## src/rtl/reg_wr_decoder.sv

```systemverilog
// Register write-enable decoder: turns burst or broadcast write requests into
// registered per-register write enables, one beat per clock.
module reg_wr_decoder #(
    parameter int ADDR_W     = 4,
    parameter bit PROTECT_R0 = 1'b1
) (
    input  logic                     clk,
    input  logic                     rst_n,
    input  logic                     req_valid,
    output logic                     req_ready,
    input  logic [ADDR_W-1:0]        req_addr,
    input  logic [ADDR_W-1:0]        req_len,
    input  logic                     req_mode,
    input  logic                     abort,
    output logic [(1<<ADDR_W)-1:0]   wr_en,
    output logic [ADDR_W-1:0]        wr_idx,
    output logic                     busy,
    output logic                     done,
    output logic                     err
);

    localparam int NREGS = 1 << ADDR_W;

    typedef enum logic {IDLE, BURST} state_t;

    state_t              state_reg, state_next;
    logic [ADDR_W-1:0]   rem_reg, rem_next;
    logic [NREGS-1:0]    wr_en_reg, wr_en_next;
    logic [ADDR_W-1:0]   wr_idx_reg, wr_idx_next;
    logic                done_reg, done_next;
    logic                err_reg, err_next;
    logic [ADDR_W-1:0]   step_idx;

    // A beat aimed at a protected r0 keeps its slot but writes nothing.
    function automatic logic r0_blocked(input logic [ADDR_W-1:0] idx);
        return PROTECT_R0 && (idx == '0);
    endfunction

    function automatic logic [NREGS-1:0] beat_en(input logic [ADDR_W-1:0] idx);
        return r0_blocked(idx) ? '0 : (NREGS'(1) << idx);
    endfunction

    // Natural ADDR_W-bit overflow gives the NREGS-1 -> 0 wrap.
    assign step_idx = wr_idx_reg + ADDR_W'(1);

    always_comb begin
        state_next  = state_reg;
        rem_next    = rem_reg;
        wr_en_next  = '0;
        wr_idx_next = wr_idx_reg;
        done_next   = 1'b0;
        err_next    = 1'b0;
        case (state_reg)
            IDLE: begin
                if (req_valid) begin
                    state_next = BURST;
                    if (req_mode) begin
                        wr_en_next  = {{(NREGS-1){1'b1}}, ~PROTECT_R0};
                        wr_idx_next = '0;
                        rem_next    = '0;
                        done_next   = 1'b1;
                    end else begin
                        wr_en_next  = beat_en(req_addr);
                        wr_idx_next = req_addr;
                        err_next    = r0_blocked(req_addr);
                        rem_next    = req_len;
                        done_next   = (req_len == '0);
                    end
                end
            end
            BURST: begin
                // rem_reg counts beats still owed after the one now on the outputs.
                if (abort || rem_reg == '0) begin
                    state_next = IDLE;
                end else begin
                    wr_en_next  = beat_en(step_idx);
                    wr_idx_next = step_idx;
                    err_next    = r0_blocked(step_idx);
                    rem_next    = rem_reg - ADDR_W'(1);
                    done_next   = (rem_reg == ADDR_W'(1));
                end
            end
            default: state_next = IDLE;
        endcase
    end

    always_ff @(posedge clk or negedge rst_n) begin
        if (!rst_n) begin
            state_reg  <= IDLE;
            rem_reg    <= '0;
            wr_en_reg  <= '0;
            wr_idx_reg <= '0;
            done_reg   <= 1'b0;
            err_reg    <= 1'b0;
        end else begin
            state_reg  <= state_next;
            rem_reg    <= rem_next;
            wr_en_reg  <= wr_en_next;
            wr_idx_reg <= wr_idx_next;
            done_reg   <= done_next;
            err_reg    <= err_next;
        end
    end

    assign req_ready = (state_reg == IDLE);
    assign busy      = (state_reg == BURST);
    assign wr_en     = wr_en_reg;
    assign wr_idx    = wr_idx_reg;
    assign done      = done_reg;
    assign err       = err_reg;

endmodule
```

## config.mk

```make
export PLATFORM = sky130hd
export DESIGN_NAME = reg_wr_decoder
export DESIGN_NICKNAME = d
export VERILOG_FILES = /design/src/rtl/reg_wr_decoder.sv
export SDC_FILE = /design/constraint.sdc
export NUM_CORES = 1
export LEC_CHECK = 0
export ABC_AREA = 1
export ABC_CLOCK_PERIOD_IN_PS = 1950
export CAP_MARGIN = 30
export CORE_UTILIZATION = 30
export DETAILED_ROUTE_END_ITERATION = 8
export PLACE_DENSITY_LB_ADDON = 0.05
export SYNTH_ARGS = -nofsm -noshare
export SYNTH_HDL_FRONTEND = slang
export SYNTH_SLANG_ARGS = --single-unit
```

## constraint.sdc

```tcl
create_clock -name clk -period 1.95 [get_ports clk]
set_input_delay 0.2925 -clock clk [delete_from_list [all_inputs] [get_ports clk]]
set_output_delay 0.2925 -clock clk [all_outputs]
set_load 0.02 [all_outputs]
```

* After elaboration in Yosys (flattened, before gate mapping) *
Cells that the tools add are included.

storage, ports and cells
  register bits after elaboration = 27
  bits in latches = 0
  bits in writable memories = 0
  memory bits (read-only) = 0
  input bits = 13
  output and inout port bits = 24
  logic and storage cells = 45
  memories kept = 0

operators by class
  $add $sub $neg = 2
  multiply operators = 0
  div/mod/pow operators = 0
  magnitude comparators = 0
  equal/unequal tests = 3
  shift operators = 2
  muxes and demuxes = 25
  bitwise logic cells = 1
  reduce and logical (&&, ||, !) cells = 6

operator list
  kind                                                                 count
  16-bit two-way mux                                                   5
  16-bit one-hot mux with 2 select lines                               1
  1-bit by 4-bit left shift with 16-bit output (first input constant)  2
  4-bit two-way mux                                                    6
  4-bit logical NOT                                                    4
  4-bit one-hot mux with 2 select lines                                2
  1-bit two-way mux                                                    8
  1-bit one-hot mux with 2 select lines                                3
  4-bit by 1-bit adder with 4-bit output (second input constant)       1
  4-bit by 1-bit == test with 1-bit output (second input constant)     1
  2-bit inequality test (second input constant)                        2
  4-bit by 1-bit subtractor with 4-bit output (second input constant)  1
  2-bit AND reduction                                                  1
  1-bit logical OR                                                     1
  1-bit NOT                                                            1

* Longest topological paths before layout *
Gate-level depths: netlist (run 1).

  depth after elaboration = 5
  mapped depth = 8

* Worst setup path before layout (run 1) *
No wires, ideal clock.

  kind = reg2reg
  start point = register wr_idx_reg[0] (netlist: wr_idx[0])
  end point = register wr_en_reg[3] (netlist: wr_en[3])
  library setup time = 129 ps
  arrival time = 1345 ps
  required time = 1821 ps
  setup slack = 476 ps
  stages on the path, launching flop included = 7
  buffers on the path = 1
  path through = dfrtp_1 -> ha_1 -> xor2_1 -> buf_4 -> nor2_1 -> nand2_1 -> o21ai_0

between the ends
  cells in the longest elaborated chain, start to end = 5

ends and longest elaborated chain
  element                                                                                   line    RTL
  start, declared                                                                           29      logic [ADDR_W-1:0] wr_idx_reg, wr_idx_next;
  start signal, assigned                                                                    99      wr_idx_reg <= wr_idx_next;
  4-bit by 1-bit adder with 4-bit output *                                                  44      assign step_idx = wr_idx_reg + ADDR_W'(1);
  4-bit logical NOT / 1-bit by 4-bit left shift with 16-bit output (equally long branches)  36, 40
  16-bit two-way mux *                                                                      40      return r0_blocked(idx) ? '0 : (NREGS'(1) << idx);
  16-bit two-way mux *                                                                      73      if (abort || rem_reg == '0) begin
  16-bit one-hot mux with 2 select lines *                                                  53      case (state_reg)
  named net wr_en_next[3]                                                                   28      logic [NREGS-1:0] wr_en_reg, wr_en_next;
  end signal, assigned                                                                      98      wr_en_reg <= wr_en_next;
  end, declared                                                                             28

Mark *: on every way through the listed nets, which the timed path passes. The rest lies on a longest branch.
A chain may end at the register's enable or synchronous reset.

* Worst setup path after layout (run 1) *
  start point = register state_reg (netlist: busy)
  end point = output port busy

RTL lines
  element                 line  RTL
  start, declared         26    state_t state_reg, state_next;
  start signal, assigned  96    state_reg <= state_next;
  end, declared           17    output logic busy,

No word-level cell between the ends.

==> results of run 1 <==
==> layer usage <==
metal  global-route usage (%)  routed length [µm]  vias up
met3                     1.80                 194        2
met5                        0                   0        -
li1                         -                   -      667
met2                     24.0                1660       40
met4                     5.23                  25        0
met1                     19.6                1630      607
==> power breakdown <==
| part | internal (mW) | total [mW] | switching, mW |
|---|---|---|---|
| sequential | 0.693 | 0.791 | 0.0972 |
| combinational | 0.443 | 1.15 | 0.705 |
| clock | 0.143 | 0.320 | 0.177 |
==> cells by family after synthesis <==
kind of cell	after synthesis	synth area share, %
simple gates	94	28.6
buf+inv	28	8.61
flops	27	45.2
compound gates	25	10.4
fa+ha+maj	7	5.85
xor+xnor	2	1.17
other cells	1	0.251
==> Yosys cell counts (all sizes together) <==
cell type  number  area [µm²]
a22oi           1        7.51
a31oi           1        6.26
nand3          24         120
nor3            1        5.00
o21ai          16        87.6
ha              7        87.6
nand2          54         225
dfrtp          27         676
a21oi           3        26.3
nand4           2        12.5
buf             3        32.5
o22ai           2        12.5
inv            25        96.3
xor2            1        8.76
nor2           13        65.1
conb            1        3.75
xnor2           1        8.76
o31ai           2        15.0
==> cell type report <==
class | count | area (µm²)
repair buffers | 39 | 385
inverters | 25 | 96.3
clock inverters | 1 | 5.00
flip-flops and latches | 27 | 676
well taps | 67 | 83.8
multi-input cells | 129 | 692
clock buffers | 3 | 41.3
fillers | 509 | 2780
==> worst register-to-register path: cells and delay by family (launching register included) <==
family        cells  cell delay [ns]
simple gates      3             0.32
fa+ha+maj         1             0.20
xor+xnor          1             0.67
flops             1             0.39
==> worst paths after layout <==
check                                  startpoint                     end  cells after the start
min                                         rst_n      wr_en[0]$_DFF_PN0_                      2
min reg2reg                rem_reg[0]$_DFFE_PN0P_  rem_reg[0]$_DFFE_PN0P_                      2
max reg2reg                 wr_idx[0]$_DFFE_PN0P_      wr_en[8]$_DFF_PN0_                      5
max                                busy$_DFF_PN0_                    busy                      1
max in group asynchronous                   rst_n      wr_en[8]$_DFF_PN0_                      2
min in group clk           rem_reg[0]$_DFFE_PN0P_  rem_reg[0]$_DFFE_PN0P_                      2
==> repair_timing <==
item / CTS / global route
gates resized for setup: 0 / 1
setup buffers: 0 / 0
hold buffers: 0 / 0
endpoints found under the hold margin: 0 / 0
setup endpoints to repair: 0 / 1
==> flow_metrics.tcl, run 1 <==
set metrics [dict create \
    outcome "completed" \
    dpl_cell_area_um2 1930 \
    netlist_instances 184 \
    min_period_over_period_pct 91.3 \
    hp-class "in -> async" \
    ant_nets 0 \
    final_area_um2 1980 \
    ir_drop_mv 0.491 \
    wl_mm 3.51 \
    most-common-layout-cells "nand2_1, clkdlybuf4s50_1, dfrtp_1, nand3_1, inv_1" \
    start_kind "flop" \
    worstPathRequired_ns 1.66 \
    power_density_nw_per_um2 1140 \
    clock.fmax_mhz 561 \
    synth_area_um2 1500 \
    route.detailed.drc 0 \
    slew_violations 0 \
    skew_ns 0.0163 \
    critical-path-top-delay-family "buffers and inverters" \
    die_w_um 72.6 \
    hpwl_mm 2.74 \
    rsz0062_at_grt "false" \
    path_cells "clkdlybuf4s50_1" \
    synthToLayoutAreaGrowth_pct 32.3 \
    syn_nets 204 \
    start_util_pct 31.5 \
    leakage_nw 1.01 \
    clk_path_buf_depth 2 \
    post-place-ws_ns 0.283 \
    ys_seq_elements 27 \
    power_mw 2.26 \
    final_common_cell "nand2_1" \
    worstPathArrival_ns 1.49 \
    reg2reg_setup_slack_ns 0.24 \
    grt_pass1_vias 1243 \
    die-area_um2 5270 \
    core_um2 4750 \
    crit_path_end_kind "primary output" \
    post-route-util_pct 41.6 \
    fin_hold_ws_ns 0.379 \
    wire_per_inst_um 12.1 \
    routabilityCongestion 0.887 \
    tns_ns 0 \
    worstSetupPathType "reg -> out" \
    viasPerCell 4.52 \
    io_pins 37 \
    overflow 0 \
    cts_root_buffer "clkbuf_8" \
    ys_warn_count 0 \
    timing.final.ws_setup_ns 0.169 \
    antenna_cells 0 \
    cts.sinks 27 \
    cp_num_buf_inv 1 \
    instances_no_fill 291 \
    cts_buffers 3 \
    io_buffers 36 \
    nets 245 \
    clk_pin_slew_ns 0.10 \
    drtIter0Drc 72 \
    place_inst 287 \
    cts_tree "done" \
    avgSynthCellArea_um2 8.13 \
    setup_viol 0 \
    crit_slowest_cell "clkdlybuf4s50_1" \
    hold_viol_final 0 \
    die_h_um 72.6 \
    cts.htree.levels 1 \
    row_count 25 \
    vias 1316 \
    first_pass_iters 4 \
    grt_max_degree 28 \
    critPathMaxStageDelay_ns 0.67 \
    largest_reg_flops 16 \
    cap_violations 0 \
    period_needed_ns 1.78 \
    slew_headroom_pct 44.6 \
    ys_seq_area_share_pct 45.2 \
    tightest_slew_ns 0.829 \
    yosysUniqueCellTypes 26 \
    clk_latency_ns 0.28 \
    antenna_found_initial 0 \
    grtUsageTotal_pct 14.5 \
    crit_path_max_fanout 7 \
    drive_above_1_share_pct 7.14 \
    grt_pass1_wl_mm 5.79 \
]
(Power assumes the default switching activity.)
==> run 2, diff against run 1 <==
- ABC_CLOCK_PERIOD_IN_PS: 1950 -> 1500
- CORE_UTILIZATION: 30 -> 40
- clock period: 1.95 -> 1.5 ns (I/O delays scaled with it)
==> run 2 against run 1 <==
Global-route usage grew 3.5 points; design area increased by 1.8%; worst setup slack worse by 0.10 ns; final cell count fell by 5.2%; largest cell class unchanged; highest routed layer unchanged.
==> flow_metrics.tcl, run 2 (synthesis results as in run 1) <==
set metrics [dict create \
    leakage_nw 1.04 \
    die_w_um 63.2 \
    cts.htree.levels 1 \
    worstPathRequired_ns 1.27 \
    crit_path_start "err$_DFF_PN0_" \
    cts.sinks 27 \
    vias 1369 \
    crit_slowest_cell "clkdlybuf4s50_1" \
    cts_buffers 3 \
    cts_tree "done" \
    r2r-start "rem_reg[0]$_DFFE_PN0P_" \
    die-area_um2 3990 \
    power_density_nw_per_um2 1490 \
    first_pass_iters 4 \
    reg2reg_depth 7 \
    antenna_found_initial 0 \
    ant_nets 0 \
    clk_pin_slew_ns 0.09 \
    crit_path_end_kind "primary output" \
    critical-path-top-delay-family "buffers and inverters" \
    viasPerCell 4.96 \
    cap_violations 0 \
    row_count 21 \
    ir_drop_mv 0.762 \
    skew_ns 0.00549 \
    power.switching_mw 1.29 \
    critPathMaxStageDelay_ns 0.60 \
    slew_violations 0 \
    clk_path_buf_depth 2 \
    outcome "completed" \
    timing.final.ws_setup_ns 0.0686 \
    grt_pass1_wl_mm 5.68 \
    instances_no_fill 276 \
    hpwl_mm 2.51 \
    antenna_cells 0 \
    clock.fmax_mhz 699 \
    cts_root_buffer "clkbuf_8" \
    core_um2 3470 \
    p_seq_share_pct 33.9 \
    post-place-ws_ns -0.180 \
    regArea_um2 677 \
    io_buffers 36 \
    p_clk_share_pct 13.6 \
    cts_setup_buffers 0 \
    final_common_cell "nand2_1" \
    clk_latency_ns 0.27 \
    p_sw_share_pct 43.0 \
    reg2reg_setup_slack_ns 0.13 \
    routabilityCongestion 0.883 \
    wire_per_inst_um 11.8 \
    die_h_um 63.2 \
    crit_end "err" \
    cp_num_buf_inv 1 \
    grtUsageTotal_pct 18.0 \
    post-route-util_pct 58.1 \
    largest_reg_flops 16 \
    start_kind "flop" \
    hp-class "in -> async" \
    multi_input_area_um2 718 \
    crit_path_max_fanout 1 \
    worstSetupPathType "reg -> out" \
    drtIter0Drc 64 \
    place_inst 272 \
    nFillCells 327 \
    worst-path-stages 1 \
    rr_endpoint "wr_idx[3]$_DFFE_PN0P_" \
    overflow 0 \
    start_util_pct 43.1 \
    most-common-layout-cells "nand2_1, clkdlybuf4s50_1, dfrtp_1, nand3_1, inv_1" \
    wl_mm 3.27 \
    grt_max_degree 28 \
    path_cells "clkdlybuf4s50_1" \
    route.detailed.drc 0 \
    p_int_mw 1.71 \
    hold_viol_final 0 \
    setup_viol 0 \
    synthToLayoutAreaGrowth_pct 34.6 \
    p_comb_share_pct 52.4 \
    grt_pass1_vias 1304 \
    io_pins 37 \
    period_needed_ns 1.43 \
    worstPathArrival_ns 1.21 \
    drive_above_1_share_pct 11.3 \
    nets 251 \
    min_period_over_period_pct 95.4 \
]
==> run 2: timing repair <==
action,in CTS,in global routing
gates resized for setup,7,5
hold buffers,0,0
setup endpoints to repair,23,18
pin swaps,0,1
==> run 2: worst min-delay path by stage <==
stage                             to                   from  cells past startpoint  slack [ns]
2_1_floorplan         busy$_DFF_PN0_                  rst_n                      0       -0.07
3_3_place_gp   wr_idx[3]$_DFFE_PN0P_  wr_idx[3]$_DFFE_PN0P_                      2        0.56
3_5_place_dp   wr_idx[3]$_DFFE_PN0P_  wr_idx[3]$_DFFE_PN0P_                      2        0.57
4_1_cts           wr_en[5]$_DFF_PN0_                  rst_n                      2        0.33
5_1_grt           wr_en[0]$_DFF_PN0_                  rst_n                      2        0.35
6_report          wr_en[5]$_DFF_PN0_                  rst_n                      2        0.33
==> run 2: metrics by stage <==
stage          setup TNS [ns]  hold slack, ns  power (mW)  cell area [µm²]
3_5_place_dp            -2.07           0.569        2.61             1950
3_3_place_gp            -1.36           0.561        2.59             1950
6_report                    0           0.327        3.01             2010
4_1_cts                     0           0.334        2.99             1990
5_1_grt              -0.00922           0.351        3.26             2010
2_1_floorplan               0         -0.0706        2.04             1500
==> run 2: area by class of cell <==
class / instances / share of cell area, %
multi-input cells: 129 / 35.7
well taps: 46 / 2.86
clock buffers: 4 / 2.24
repair buffers: 45 / 20.9
flip-flops and latches: 27 / 33.6
inverters: 25 / 4.78
==> run 2: power by group through the flow <==
stage | Clock, mW | Combinational, mW | Sequential (mW)
2_1_floorplan | 0 | 0.825 | 1.21
3_3_place_gp | 0 | 1.57 | 1.02
3_5_place_dp | 0 | 1.59 | 1.03
4_1_cts | 0.423 | 1.55 | 1.01
5_1_grt | 0.458 | 1.76 | 1.04
6_report | 0.411 | 1.58 | 1.02
==> run 2: per-layer routing <==
layer / up-vias / global-route usage (%) / share of wire (%)
li1: 683 / - / -
met1: 630 / 23.6 / 46
met2: 51 / 30.2 / 48
met3: 5 / 2.17 / 4.5
met4: 0 / 6.69 / 1.3
met5: - / 0 / 0
==> run 3, diff against run 2 <==
- CORE_MARGIN: unset -> 10
- CORE_UTILIZATION: 40 -> 44
==> run 3 against run 2 <==
Clock power down 22%; clock skew increased by 0.0016 ns; final cell count grew 1.4%; sequential share of layout area is 0.53 points higher; routed wire length increased by 12%; worst hold slack got worse by 0.075 ns; non-clock buffer count up 4; design area decreased by 1.6%; register-to-register slack is essentially flat; worst setup slack worse by 0.0059 ns; highest routed layer unchanged.
==> flow_metrics.tcl, run 3 (synthesis results as in run 1) <==
set metrics [dict create \
    vias 1365 \
    drive_above_1_share_pct 12.4 \
    clk_latency_ns 0.33 \
    wl_mm 3.66 \
    viasPerCell 4.88 \
    power_density_nw_per_um2 1470 \
    setup_viol 0 \
    clk_pin_slew_ns 0.15 \
    worstSetupPathType "reg -> out" \
    die-area_um2 6130 \
    overflow 0 \
    row_count 21 \
    cts_root_buffer "clkbuf_4" \
    slew_violations 0 \
    regArea_um2 677 \
    cts.htree.levels 1 \
    skew_ns 0.00712 \
    core_um2 3310 \
    crit_path_end_kind "primary output" \
    leakage_nw 1.12 \
    grt_max_degree 28 \
    dpl_cell_area_um2 1960 \
    worstPathArrival_ns 1.21 \
    io_buffers 36 \
    cts_buffers 3 \
    postCtsHoldBufs 0 \
    min_period_over_period_pct 95.8 \
    post-route-util_pct 59.9 \
    routabilityCongestion 0.847 \
    hpwl_mm 2.92 \
    route.detailed.drc 0 \
    ant_nets 0 \
    io_pins 37 \
    die_w_um 78.3 \
    antenna_cells 0 \
    final_area_um2 1980 \
    nets 255 \
    nFillCells 343 \
    hp-class "in -> async" \
    most-common-layout-cells "nand2_1, dfrtp_1, nand3_1, dlygate4sd2_1, inv_1" \
    period_needed_ns 1.44 \
    antenna_found_initial 0 \
    synthToLayoutAreaGrowth_pct 32.5 \
    start_util_pct 45.2 \
    grt_pass1_vias 1371 \
    crit_path_max_fanout 4 \
    grt_pass1_wl_mm 6.24 \
    cts.sinks 27 \
    start_kind "flop" \
    first_pass_iters 4 \
    grtUsageTotal_pct 12.0 \
    cts_tree "done" \
    die_h_um 78.3 \
    cap_violations 0 \
    largest_reg_flops 16 \
    wire_per_inst_um 13.1 \
    outcome "completed" \
    hold_viol_final 0 \
    multi_input_area_um2 697 \
    clk_path_buf_depth 2 \
    ir_drop_mv 0.703 \
    drtIter0Drc 116 \
    clock.fmax_mhz 696 \
    worstPathRequired_ns 1.27 \
    final_common_cell "nand2_1" \
    rsz0062_at_grt "false" \
]
[run 3: cell types whose count changed in the layout (fill, tap and decap cells not counted), sizes merged]
cell,before,now
clkdlybuf4s50,30,12
clkinv,0,1
clkbuf,4,3
buf,9,13
dlygate4sd2,6,24
[run 3: per-stage QoR]
stage	power (mW)	setup WS (ns)	hold slack [ns]	instances	setup TNS [ns]
after floorplan	2.04	0.0263	-0.0706	184	0
after global placement	2.64	0.0232	0.553	273	0
after detailed placement	2.67	-0.0165	0.570	273	-0.0165
after CTS	2.89	0.0399	0.259	277	0
after global routing	3.18	0.00517	0.273	280	0
final	2.92	0.0627	0.252	280	0
[run 3: path summary, 6_finish.rpt]
| check | depth (start not counted) | slack (ns) | endpoint | startpoint |
|---|---|---|---|---|
| max in group asynchronous | 2 | 0.98 | wr_idx[1]$_DFFE_PN0P_ | rst_n |
| worst min-delay path | 2 | 0.25 | busy$_DFF_PN0_ | rst_n |
| worst max-delay path | 2 | 0.06 | wr_idx[0] | wr_idx[0]$_DFFE_PN0P_ |
| worst min register to register | 2 | 0.60 | rem_reg[3]$_DFFE_PN0P_ | rem_reg[3]$_DFFE_PN0P_ |
| min in group clk | 5 | 0.55 | rem_reg[3]$_DFFE_PN0P_ | req_len[3] |
| worst max register to register | 6 | 0.14 | wr_en[9]$_DFF_PN0_ | busy$_DFF_PN0_ |
[run 3: what timing repair did]
item,4_1_cts,5_1_grt
gates resized for setup,24,3
pin swaps,0,0
buffers inserted,0,3
setup endpoints to repair,24,13
[run 3: metal layers]
| layer | track usage, % | routed length [µm] | vias to the layer above |
|---|---|---|---|
| li1 | - | - | 686 |
| met1 | 14.3 | 1510 | 625 |
| met2 | 20.1 | 1820 | 51 |
| met3 | 3.64 | 306 | 3 |
| met4 | 4.12 | 19 | 0 |
| met5 | 0 | 0 | - |
[run 3: critical path: stages (launching register included)]
cell           delay (ns)
dfrtp_1              0.42
buf_4                0.15
dlygate4sd2_1        0.31
[run 3: layout make-up]
| class | count | share of cell area, % |
|---|---|---|
| clock inverter | 1 | 0.252 |
| tap | 46 | 2.90 |
| sequential | 27 | 34.1 |
| multi-input combinational | 129 | 35.1 |
| clock buffer | 3 | 1.14 |
| inverter | 25 | 4.86 |
| timing repair buffer | 49 | 21.6 |
[run 3: report_power, final]
group	leakage, nW	internal [mW]	switching (mW)
sequential	0.352	0.902	0.107
clock	0.0177	0.100	0.221
combinational	0.752	0.612	0.981
